`src/rtl/aes_dec_pkg.sv`:
```
// Shared types and helpers for the AES256 decryption datapath.
package aes_dec_pkg;

    localparam int unsigned N = 4;

    typedef logic [7:0]          byte_t;
    typedef byte_t [N-1:0]       row_t;
    typedef logic [1:0]          row_idx_t;

    // One buffered row: rotated bytes, its row index and a state-complete flag
    typedef struct packed {
        row_t     row;
        row_idx_t idx;
        logic     last;
    } row_entry_t;

    // Inverse ShiftRows rotation: out[i] = in[(i - r) mod 4]
    function automatic row_t inv_rotate(row_t row, row_idx_t r);
        row_t res;
        for (int i = 0; i < int'(N); i++) begin
            res[i] = row[row_idx_t'(row_idx_t'(i) - r)];
        end
        return res;
    endfunction

endpackage

```
`src/rtl/mod_dec_row_fifo.sv`:
```
// DEPTH-entry row FIFO with registered head, valid and ready.
module mod_dec_row_fifo
    import aes_dec_pkg::*;
#(
    parameter int unsigned DEPTH = 2
) (
    input  logic       clk,
    input  logic       reset,
    input  logic       push,
    input  row_entry_t wdata,
    input  logic       pop,
    output row_entry_t head,
    output logic       valid,
    output logic       ready
);

    localparam int unsigned PTR_W = (DEPTH > 1) ? $clog2(DEPTH) : 1;
    localparam int unsigned CNT_W = $clog2(DEPTH + 1);

    row_entry_t       mem [DEPTH];
    logic [PTR_W-1:0] wr_ptr;
    logic [PTR_W-1:0] rd_ptr;
    logic [CNT_W-1:0] count;

    logic             do_push;
    logic             do_pop;
    logic [PTR_W-1:0] wr_ptr_nxt;
    logic [PTR_W-1:0] rd_ptr_nxt;
    logic [CNT_W-1:0] count_nxt;
    row_entry_t       head_nxt;

    // Next pointers, occupancy and head entry (bypass the write when it lands at the new head)
    always_comb begin
        do_push    = push && (count < CNT_W'(DEPTH));
        do_pop     = pop && (count != '0);
        wr_ptr_nxt = wr_ptr;
        rd_ptr_nxt = rd_ptr;
        count_nxt  = count;
        if (do_push) begin
            wr_ptr_nxt = (wr_ptr == PTR_W'(DEPTH - 1)) ? '0 : PTR_W'(wr_ptr + PTR_W'(1));
        end
        if (do_pop) begin
            rd_ptr_nxt = (rd_ptr == PTR_W'(DEPTH - 1)) ? '0 : PTR_W'(rd_ptr + PTR_W'(1));
        end
        case ({do_push, do_pop})
            2'b10:   count_nxt = CNT_W'(count + CNT_W'(1));
            2'b01:   count_nxt = CNT_W'(count - CNT_W'(1));
            default: count_nxt = count;
        endcase
        if (do_push && (rd_ptr_nxt == wr_ptr)) begin
            head_nxt = wdata;
        end else begin
            head_nxt = mem[rd_ptr_nxt];
        end
    end

    // Storage writes
    always_ff @(posedge clk) begin
        if (do_push) begin
            mem[wr_ptr] <= wdata;
        end
    end

    // Pointers, count and registered head/flags; head holds while empty
    always_ff @(posedge clk or posedge reset) begin
        if (reset) begin
            wr_ptr <= '0;
            rd_ptr <= '0;
            count  <= '0;
            head   <= '0;
            valid  <= 1'b0;
            ready  <= 1'b0;
        end else begin
            wr_ptr <= wr_ptr_nxt;
            rd_ptr <= rd_ptr_nxt;
            count  <= count_nxt;
            valid  <= (count_nxt != '0);
            ready  <= (count_nxt < CNT_W'(DEPTH));
            if (count_nxt != '0) begin
                head <= head_nxt;
            end
        end
    end

endmodule

```
`src/rtl/mod_dec_inv_shifter.sv`:
```
// InvShiftRows stage: tracks row index, rotates rows on write, buffers them for InvSubBytes.
module mod_dec_inv_shifter
    import aes_dec_pkg::*;
#(
    parameter int unsigned DEPTH = 2
) (
    input  logic               clk,
    input  logic               reset,
    input  logic               in_valid,
    output logic               in_ready,
    input  logic               in_first,
    input  logic [N-1:0][7:0]  inp,
    output logic               out_valid,
    input  logic               out_ready,
    output logic [N-1:0][7:0]  outp,
    output logic [1:0]         out_row,
    output logic               out_last,
    output logic               err_sync
);

    row_idx_t   row_cnt;
    row_idx_t   r_c;
    logic       push_c;
    row_entry_t entry_c;
    row_entry_t head;

    // Row index for the incoming row and its rotated buffer entry
    always_comb begin
        push_c        = in_valid && in_ready;
        r_c           = in_first ? row_idx_t'(0) : row_cnt;
        entry_c.row   = inv_rotate(row_t'(inp), r_c);
        entry_c.idx   = r_c;
        entry_c.last  = (r_c == row_idx_t'(3));
    end

    // Row counter and sticky resync error (in_first arriving mid-state)
    always_ff @(posedge clk or posedge reset) begin
        if (reset) begin
            row_cnt  <= '0;
            err_sync <= 1'b0;
        end else if (push_c) begin
            row_cnt <= row_idx_t'(r_c + row_idx_t'(1));
            if (in_first && (row_cnt != '0)) begin
                err_sync <= 1'b1;
            end
        end
    end

    mod_dec_row_fifo #(
        .DEPTH (DEPTH)
    ) u_fifo (
        .clk   (clk),
        .reset (reset),
        .push  (push_c),
        .wdata (entry_c),
        .pop   (out_ready),
        .head  (head),
        .valid (out_valid),
        .ready (in_ready)
    );

    assign outp     = head.row;
    assign out_row  = head.idx;
    assign out_last = head.last;

endmodule
```
`config.mk`:
```
export PLATFORM = sky130hd
export DESIGN_NAME = mod_dec_inv_shifter
export DESIGN_NICKNAME = d
export VERILOG_FILES = /design/src/rtl/aes_dec_pkg.sv /design/src/rtl/mod_dec_row_fifo.sv /design/src/rtl/mod_dec_inv_shifter.sv
export SDC_FILE = /design/constraint.sdc
export NUM_CORES = 1
export LEC_CHECK = 0
export ABC_AREA = 1
export BUFFER_PORTS_ARGS = -buffer_cell sky130_fd_sc_hd__buf_2
export CAP_MARGIN = 20
export CORE_MARGIN = 1
export CORE_UTILIZATION = 45
export DETAILED_ROUTE_END_ITERATION = 7
export MAX_ROUTING_LAYER = met4
export PLACE_DENSITY_LB_ADDON = 0.08
export SETUP_SLACK_MARGIN = 0.05
export SLEW_MARGIN = 30
export SYNTH_ARGS = -nofsm -noshare
export SYNTH_HDL_FRONTEND = slang
export SYNTH_SLANG_ARGS = --single-unit
```
`constraint.sdc`:
```
create_clock -name clk -period 4 [get_ports clk]
set_input_delay 1 -clock clk [delete_from_list [all_inputs] [get_ports clk]]
set_output_delay 1 -clock clk [all_outputs]
set_load 0.005 [all_outputs]
```
==> flow_summary.ini <==
[run_status]
status = complete, no violations

[detailed_routing]
ant_nets = 0
dr.pass1.iters = 5
vias = 5014
drc = 0
via_per_inst = 5.024
wire_per_inst_um = 15.43
drtIter0Drc = 438
drt_wl_total_um = 15400

[clock_network]
clock_sinks = 114
clk-insertion-delay-late_ns = 0.41
cts_tree = done
root_buffer = clkbuf_16
cts_setup_buffers = 0
cts.path.max_buffers = 2
cts-hold-fix-buffers = 0
clk_pin_slew_ns = 0.05
cts_made_buffers = 17
h-tree-depth = 4
cts_resized = 0

[cells_and_area]
regArea_um2 = 3203
design_area_um2 = 6890
mostFrequentLayoutCell = nand2_1
fillers = 1192
drive_above_1_share_pct = 15.13
areaGrowthSynthToFinish_pct = 17.00
n_antenna_cell = 0
final_nets = 853
final_cell_mix = nand2_1, nand3_1, inv_1, buf_2, edfxtp_1
multiInputGateArea_um2 = 2056

[floorplan]
core_um2 = 12670
initial_core_util_pct = 46.48
pin_count = 75
die_y_um = 116.4
rows = 41
fp.dieArea_um2 = 13550
fp.dieW_um = 116.4

[synthesis]
synth_cell_types = 25
synth_top_family_by_area = simple AND/OR/NAND/NOR gates
synthAdderAreaFrac_pct = 0.4249
synth_compound_area_share_pct = 0.4674
avgSynthCellArea_um2 = 7.916
synth_xor_area_share_pct = 0.1487
yosys_warnings = 0
synth_edf_count = 70
postSynthCellCount = 744
ys_ff_latch = 114
netlist_area_um2 = 5889
synthMuxAreaShare_pct = 0
synth_fp_nets = 783
synthFlopType = edfxtp_1
synth_seq_area_share_pct = 54.39
synth-async-reset-ratio_pct = 38.60
synth_simple_gate_area_share_pct = 33.74

[placement]
dpl.hpwl_um = 9551
place.gp.congestion = 0.8164
io_buffers = 74
placed_cell_area_um2 = 6384

[setup_path]
worstSetupPathType = in -> reg
cp-end-kind = register
critPathLaunchType = input pin
arrival_ns = 2.88
cp.required_ns = 4.35
r2r_start = u_fifo.ready
critPathMaxFanout = 26
critPathLaunch = in_valid

[sta]
tightest_slew_ns = 0.8249
rsz0062_at_grt = false
finalSetupTns_ns = 0
max_freq_mhz = 394.3
fin_crit_sh_pct = 63.40
setup_viol = 0
slew_violations = 0
fin_worst_skew_ns = 0.009580
hold_viol_final = 0
min_period_ns = 2.536
timing.slew.headroom_pct = 44.81

[grt]
grt_pass1_wl_um = 24020
met1_usage_pct = 30.06
grt_max_degree = 45
grt_pass1_vias = 4744
antenna_found_initial = 0
met2_usage_pct = 41.22
use_met3_pct = 5.138
grtUsageTotal_pct = 25.22
gr-total-overflow = 0
grt.busiest_layer = met2

[job]
max_cap_viol_count = 0

[power]
power_leakage_nw = 3.589
power_density_nw_per_um2 = 899.2
peakVddDrop_v = 0.0007077

[min_path]
hold_start = u_fifo.head[16]
min_path_type = reg -> reg
## final cells by class
class	count	area share [%]
flip-flops and latches	114	46.49
clock inverters	9	0.6174
well taps	172	3.123
repair buffers	84	6.646
inverters	119	6.555
clock buffers	22	6.737
multi-input cells	478	29.83
## registers in the layout, summed over array words and instances, names as in the netlist
name,count
u_fifo.mem,70
u_fifo.head,35
err_sync,1
row_cnt,2
u_fifo.valid,1
u_fifo.ready,1
u_fifo.count,2
u_fifo.wr_ptr,1
u_fifo.rd_ptr,1
## layer usage
| layer | routed length (um) | vias to the layer above |
|---|---|---|
| li1 | - | 2470 |
| met1 | 6524 | 2327 |
| met2 | 7475 | 195 |
| met3 | 1075 | 22 |
| met4 | 320 | 0 |
| met5 | 0 | - |
## per-stage QoR
step           utilization, %  worst slack (ns)  hold slack, ns  instances  power [mW]
2_1_floorplan               -            0.4729          0.4678        744       4.040
3_3_place_gp            50.36             1.104          0.4574        967       4.868
3_5_place_dp            50.38             1.038          0.4602        967       4.928
4_1_cts                 54.38             1.463          0.4754        998       6.247
5_1_grt                 54.38             1.302          0.4946        998       6.688
6_report                54.38             1.464          0.4729        998       6.196
## critical path, cell delays in order
cell,delay (ns)
buf_2,0.07
nand2_1,0.13
nor2_2,0.13
inv_1,0.09
ha_1,0.33
inv_1,0.08
nand3_1,0.07
nand2_1,0.07
nand2_2,0.10
nor2_8,0.21
buf_4,0.37
nand2_1,0.11
nand2_1,0.09
## cells in the mapped netlist (2+ instances only)
| cell | n | area, um2 |
|---|---|---|
| nand2_1 | 316 | 1186 |
| buf_2 | 25 | 125.1 |
| buf_4 | 3 | 22.52 |
| nor2_1 | 5 | 18.77 |
| inv_2 | 3 | 11.26 |
| nand2_2 | 4 | 25.02 |
| buf_6 | 3 | 33.78 |
| o21ai_0 | 3 | 15.01 |
| dfrtp_1 | 44 | 1101 |
| nand3_1 | 140 | 700.7 |
| edfxtp_1 | 70 | 2102 |
| ha_1 | 2 | 25.02 |
| inv_1 | 114 | 427.9 |
## report_power, final
group,leakage [nW],internal (mW),total (mW),switching [mW]
clock,0.258,0.804,1.30,0.492
sequential,1.15,1.79,1.97,0.177
combinational,2.18,0.886,2.93,2.04
## cells by family after synthesis
family,Yosys count
AO/OA/AOI/OAI,5
flip-flops,114
buffers and inverters,152
adder cells (fa/ha/maj),2
AND/OR/NAND/NOR,470
XOR/XNOR,1
## final timing paths
check                                  end  slack, ns  depth (start not counted)
max                        u_fifo.head[12]       1.46                         13
min                        u_fifo.head[16]       0.47                          2
max reg2reg                u_fifo.head[12]       1.75                         12
min reg2reg                u_fifo.head[16]       0.47                          2
max in group asynchronous  u_fifo.head[23]       2.89                          2
min in group asynchronous  u_fifo.head[11]       0.65                          2
No activity file was read; power rests on OpenSTA's default activity.
